### src/rtl/result_pkg.sv
// Shared constants, state encoding and sizing helper for the result collector
// that sits behind the sequential matrix multiplier.
package result_pkg;

  localparam int N_DEF  = 4;
  localparam int DW_DEF = 32;

  typedef enum logic [1:0] {
    COLLECT = 2'd0,
    FULL    = 2'd1,
    DRAIN   = 2'd2,
    DONE    = 2'd3
  } state_e;

  // Width that can hold every value from 0 up to and including n*n.
  function automatic int count_width(input int n);
    return $clog2(n * n + 1);
  endfunction

endpackage

### src/rtl/result_buffer.sv
// N x N element store with one synchronous write port and one asynchronous
// read port; the collector writes it and drains it in row-major order.
module result_buffer
  import result_pkg::*;
#(
  parameter int N  = N_DEF,
  parameter int DW = DW_DEF,
  parameter int IW = (N > 1) ? $clog2(N) : 1
) (
  input  logic          clk,
  input  logic          we,
  input  logic [IW-1:0] wi,
  input  logic [IW-1:0] wj,
  input  logic [DW-1:0] wdata,
  input  logic [IW-1:0] ri,
  input  logic [IW-1:0] rj,
  output logic [DW-1:0] rdata
);

  logic [DW-1:0] mem [N][N];

  // NOTE: the data array has no reset; validity is tracked by the collector's
  // fill bitmap, so resetting it would only cost routing and reset fan-out.
  always_ff @(posedge clk) begin
    if (we) mem[wi][wj] <= wdata;
  end

  assign rdata = mem[ri][rj];

endmodule

### src/rtl/result_collector.sv
// Collects strobed multiplier results into an N x N buffer, tracks filled
// cells, and drains the full matrix row-major over a valid/ready port.
module result_collector
  import result_pkg::*;
#(
  parameter int N  = N_DEF,
  parameter int DW = DW_DEF,
  parameter int IW = (N > 1) ? $clog2(N) : 1
) (
  input  logic          clk,
  input  logic          rst,
  input  logic [DW-1:0] z_out,
  input  logic [IW-1:0] z_i,
  input  logic [IW-1:0] z_j,
  input  logic          z_stb,
  output logic          z_ack,
  input  logic          clear,
  output logic          full,
  output logic          dup_err,
  input  logic          rd_start,
  output logic [DW-1:0] rd_value,
  output logic [IW-1:0] rd_i,
  output logic [IW-1:0] rd_j,
  output logic          rd_valid,
  input  logic          rd_ready,
  output logic          done
);

  localparam int            CW    = count_width(N);
  localparam logic [CW-1:0] LAST  = CW'(N * N - 1);
  localparam logic [IW-1:0] IDX_MAX = IW'(N - 1);

  state_e                 state;
  logic [N-1:0][N-1:0]    filled;
  logic [CW-1:0]          count;
  logic [DW-1:0]          buf_rdata;
  logic                   accept;
  logic                   beat;
  logic                   last_beat;

  // z_ack doubles as the "ignore z_stb" window, limiting accepts to one per
  // two cycles so the producer always sees the ack before re-strobing.
  assign accept    = (state == COLLECT) && z_stb && !z_ack && !clear;
  assign beat      = (state == DRAIN) && rd_valid && rd_ready;
  assign last_beat = (rd_i == IDX_MAX) && (rd_j == IDX_MAX);

  result_buffer #(.N(N), .DW(DW), .IW(IW)) u_buf (
    .clk   (clk),
    .we    (accept),
    .wi    (z_i),
    .wj    (z_j),
    .wdata (z_out),
    .ri    (rd_i),
    .rj    (rd_j),
    .rdata (buf_rdata)
  );

  // Gated so the port reads zero whenever no beat is being offered.
  assign rd_value = rd_valid ? buf_rdata : '0;

  // NOTE: all state here is updated with non-blocking assignments so every
  // register samples pre-edge values regardless of statement order.
  always_ff @(posedge clk or negedge rst) begin
    if (!rst) begin
      state    <= COLLECT;
      filled   <= '0;
      count    <= '0;
      z_ack    <= 1'b0;
      full     <= 1'b0;
      dup_err  <= 1'b0;
      rd_valid <= 1'b0;
      rd_i     <= '0;
      rd_j     <= '0;
      done     <= 1'b0;
    end else if (clear) begin
      state    <= COLLECT;
      filled   <= '0;
      count    <= '0;
      z_ack    <= 1'b0;
      full     <= 1'b0;
      dup_err  <= 1'b0;
      rd_valid <= 1'b0;
      rd_i     <= '0;
      rd_j     <= '0;
      done     <= 1'b0;
    end else begin
      z_ack <= accept;
      case (state)
        COLLECT: begin
          if (accept) begin
            if (filled[z_i][z_j]) begin
              dup_err <= 1'b1;
            end else begin
              filled[z_i][z_j] <= 1'b1;
              count            <= count + CW'(1);
              if (count == LAST) begin
                state <= FULL;
                full  <= 1'b1;
              end
            end
          end
        end
        FULL: begin
          if (rd_start) begin
            state    <= DRAIN;
            rd_valid <= 1'b1;
            rd_i     <= '0;
            rd_j     <= '0;
          end
        end
        DRAIN: begin
          if (beat) begin
            if (last_beat) begin
              state    <= DONE;
              rd_valid <= 1'b0;
              done     <= 1'b1;
              rd_i     <= '0;
              rd_j     <= '0;
            end else if (rd_j == IDX_MAX) begin
              rd_j <= '0;
              rd_i <= rd_i + IW'(1);
            end else begin
              rd_j <= rd_j + IW'(1);
            end
          end
        end
        DONE: begin
          done <= 1'b1;
        end
        default: state <= COLLECT;
      endcase
    end
  end

endmodule

### config.mk
export PLATFORM = sky130hd
export DESIGN_NAME = result_collector
export DESIGN_NICKNAME = d
export VERILOG_FILES = /design/src/rtl/result_pkg.sv /design/src/rtl/result_buffer.sv /design/src/rtl/result_collector.sv
export SDC_FILE = /design/constraint.sdc
export NUM_CORES = 1
export LEC_CHECK = 0
export BUFFER_PORTS_ARGS = -buffer_cell sky130_fd_sc_hd__buf_2
export CAP_MARGIN = 5
export CORE_MARGIN = 2
export CORE_UTILIZATION = 55
export DETAILED_ROUTE_END_ITERATION = 6
export GPL_TIMING_DRIVEN = 0
export PLACE_DENSITY = 0.75
export SYNTH_ARGS = -nofsm -noshare
export SYNTH_HDL_FRONTEND = slang
export SYNTH_SLANG_ARGS = --single-unit
### constraint.sdc
create_clock -name clk -period 4.25 [get_ports clk]
set_clock_uncertainty 0.15 [all_clocks]
set_input_delay 0.2125 -clock clk [delete_from_list [all_inputs] [get_ports clk]]
set_output_delay 0.2125 -clock clk [all_outputs]
set_load 0.02 [all_outputs]
==> results.md <==
* Run status: finished clean
* Critical path launch point type: flop
* Yosys synthesis warning count at 0
* Crit Reg-Reg Startpoint: state[1]
* Yosys top cell area share at between 70 and 80%
* Remaining global-route overflow at 0
* Maxcap violations at 0
* Number of standard-cell rows in the floorplan at 71
* Horizontal die dimension at between 150 and 200 µm
* Syn Area/Cell at 22.7 µm²
* Required time of the critical path at 3.89 ns
* Sequential element share of the synthesized area at about three quarters
* Number of nets produced by synthesis at 980
* Fin crit period at around 4 ns
* Crit path capture type: output port
* Total of flip-flops plus latches after synthesis at about 540
* Top-Level Pins at 83
* Post-layout instance count excluding filler cells at roughly 1.7k
* Area of the die at roughly 40000 µm²
* Leakage at about 8 nW
* Final-stage net count at between 1k and 1.5k
* Post-detailed-route DRC marker count at 0
* Share of layout cells above drive strength 1 at around a third
* Quantity of I/O buffers inserted on ports at between 70 and 80
* Core ar. at approximately 38000 µm²
* Post-detailed-route wirelength per cell at about 28 µm
* Via Count at between 10k and 15k
* Antenna violations before repair at 0
* Register Area at 16200 µm²
* Synth area leader: edfxtp_1
* Ranking of synthesized cells by area: edfxtp_1 73%, mux4_2 17%, dfrtp_1 3.8%, and2_1 0.95%, nor2_1 0.71%
* Area of the multi-input gates at about 4800 µm²
* Final Total Pwr at around 11 mW
* CTS tree: built
* Maximum VDD drop at between 0.3 and 0.4 mV
* Detailed-placement wirelength estimate at around 29000 µm
* Areal power density over the cells at 429 nW/µm²
* Global-route wire length before repair at ~70000 µm
* Fill cell count at between 2k and 2.5k
* Post-CTS Setup Inserts at 0
* Max Transition Viols Final at 0
* Post_cts resized at 0
* CP Max Fanout at 10
* R2R depth at 9
* DP Cell Count at ~1.5k
* Synthesized instance count at 930
* Last weighted congestion value of the routability-driven placer at around 0.8
* Vias per std cell at around 6
* H-tree levels at 2
* Number of distinct library cells after synthesis at 40
* Type of the worst min-delay path: in2async
* Largest net degree at the start of global routing at 33
* Total CTS buffers at 52
* Unrepaired setup endpoints after global routing: no
* F_max at between 200 and 250 MHz
* Via count of the first global-routing pass at between 10k and 15k
* Relative slew slack at approximately 20%
* Chip height at around 200 µm
* Area added between synthesis and finish at 17.0%
* Buffer levels on the longest clock path at 3
* Detailed router's first-iteration violation count at ~1.1k
* Clock latency on the worst-skew pair at between 0.5 and 0.6 ns
* Antenna violation net count after detailed routing at 0
* Ant diodes at 0
* CTS root buf: clkbuf_16
* Clock sink count at approximately 540
* Slack of the worst reg-to-reg path at roughly 0.52 ns
* Portion of the clock cycle consumed by the worst path in the final layout at a little over nine tenths
* Clock transition at the register clock pins on the worst setup and hold paths after CTS at ~0.060 ns
* Data arrival time of the worst path at 3.65 ns
* Endpoints failing hold at 0
* Netlist Area Pre-Place at around 21000 µm²
* FF-to-FF End: u_buf.mem[3][107]
* Initial Utilization at 55.9%
* Overall Global Routing Usage at between 20% and 30%
* TritonRoute pass-1 iters at 5
* Setup violations, final at 0
* Routed wire length at 46900 µm
* Aggregate negative setup slack at 0 ns
* Actual transition at the worst max-transition pin at ~1.2 ns
* Worst setup path class: reg2out
## metal layers
| metal | GRT usage [%] | wire length, µm | part of all wire, % |
|---|---|---|---|
| met1 | 34.5 | 19000 | 40 |
| met2 | 40.7 | 23800 | 51 |
| met3 | 4.03 | 3360 | 7.2 |
| met4 | 5.90 | 791 | 1.7 |
| met5 | 0 | 0 | 0 |
## layout by cell type, fill, tap and decap left out, drive strengths merged
cell type	Yosys	final
edfxtp	512	512
mux4	164	164
buf	21	128
clkbuf	26	88
nor2	41	41
dlygate4sd3	0	37
and2	32	32
dfrtp	32	32
clkinv	1	22
a21oi	17	17
nor3	11	11
nand2	10	10
inv	7	9
ha	8	8
mux2	7	7
nand2b	6	6
nor2b	5	5
o21ai	5	5
a31oi	4	4
bufinv	0	4
nand3	3	3
a22o	3	3
clkinvlp	0	3
and3	2	2
o21a	2	2
o32ai	2	2
nand3b	1	1
nor4	1	1
and3b	1	1
mux2i	1	1
a221o	1	1
a211oi	1	1
o21bai	1	1
o41ai	1	1
o21ba	1	1
## how the worst max path moves through the flow
stage / startpoint / endpoint
after floorplan: state[0] / u_buf.mem[3][100]
after detailed placement: state[1] / u_buf.mem[3][113]
after CTS: rd_i[1] / rd_value[27]
after global placement: state[0] / u_buf.mem[2][111]
after global routing: rd_i[1] / rd_value[27]
final: rd_i[1] / rd_value[27]
## where the power goes
part | switching, mW | internal [mW]
registers | 0.0136 | 5.90
logic | 0.178 | 0.0853
clock network | 1.90 | 2.52
total | 2.09 | 8.51
## cells in the mapped netlist (all sizes together)
cell and instances:
nor2 41, nand2 10, nor2b 5, and3b 1, a22o 3, buf 21
o21bai 1, and3 2, clkbuf 26, a221o 1, o21ba 1, dfrtp 32
clkinv 1, inv 7, and2 32, o21a 2, a21oi 17, mux2 7
o41ai 1, a211oi 1, mux2i 1, o21ai 5, nand2b 6, mux4 164
nand3 3, nor3 11, edfxtp 512, a31oi 4, ha 8, nor4 1
nand3b 1, o32ai 2
## final cells by class
cell class,instances,share of cell area [%]
buffer,47,0.821
clock buffer,62,5.51
clock inverter,30,1.06
inverter,8,0.122
multi-input combinational,331,19.5
sequential,544,65.5
tap,511,2.59
timing repair buffer,144,4.92
## logic make-up (layout without fill, tap and decap cells)
| kind of cell | after synthesis | in the layout | synth area share, % |
|---|---|---|---|
| AOI/OAI and AO/OA | 38 | 38 | 1.13 |
| adders and majority gates | 8 | 8 | 0.474 |
| buffers and inverters | 55 | 291 | 1.10 |
| DFF | 544 | 544 | 76.6 |
| muxes | 172 | 172 | 18.0 |
| and+or+nand+nor | 113 | 113 | 2.71 |
## worst max-delay path, cell delays in order (launching register included)
cell and delay [ns]:
dfrtp_1 0.50, clkbuf_1 0.61, clkbuf_1 0.69, mux4_2 0.41
mux4_2 0.47, and2_1 0.22, buf_2 0.17
## per-stage QoR
step | cell area [µm²] | hold slack [ns] | setup WS (ns) | util, %
finish | 24700 | 0.0945 | 0.241 | 65.4
global route | 24700 | 0.121 | 0.0194 | 65.4
CTS | 24700 | 0.0733 | 0.152 | 65.4
detailed placement | 22700 | 0.163 | 0.561 | 60.1
global placement | 22100 | 0.152 | -3.08 | 58.7
floorplan | 21100 | -0.233 | 0.0213 | -
## registers in the layout, indices dropped and copies added (netlist names)
register   count
u_buf.mem    512
filled        16
count          5
rd_i           2
rd_j           2
state          2
done           1
dup_err        1
full           1
rd_valid       1
z_ack          1
## what timing repair did
item | in CTS | in global routing
hold buffers | 37 | 0
endpoints found under the hold margin | 552 | 0
endpoints found under the setup margin | 0 | 0
Note: power is estimated with default switching activity, not from simulation.
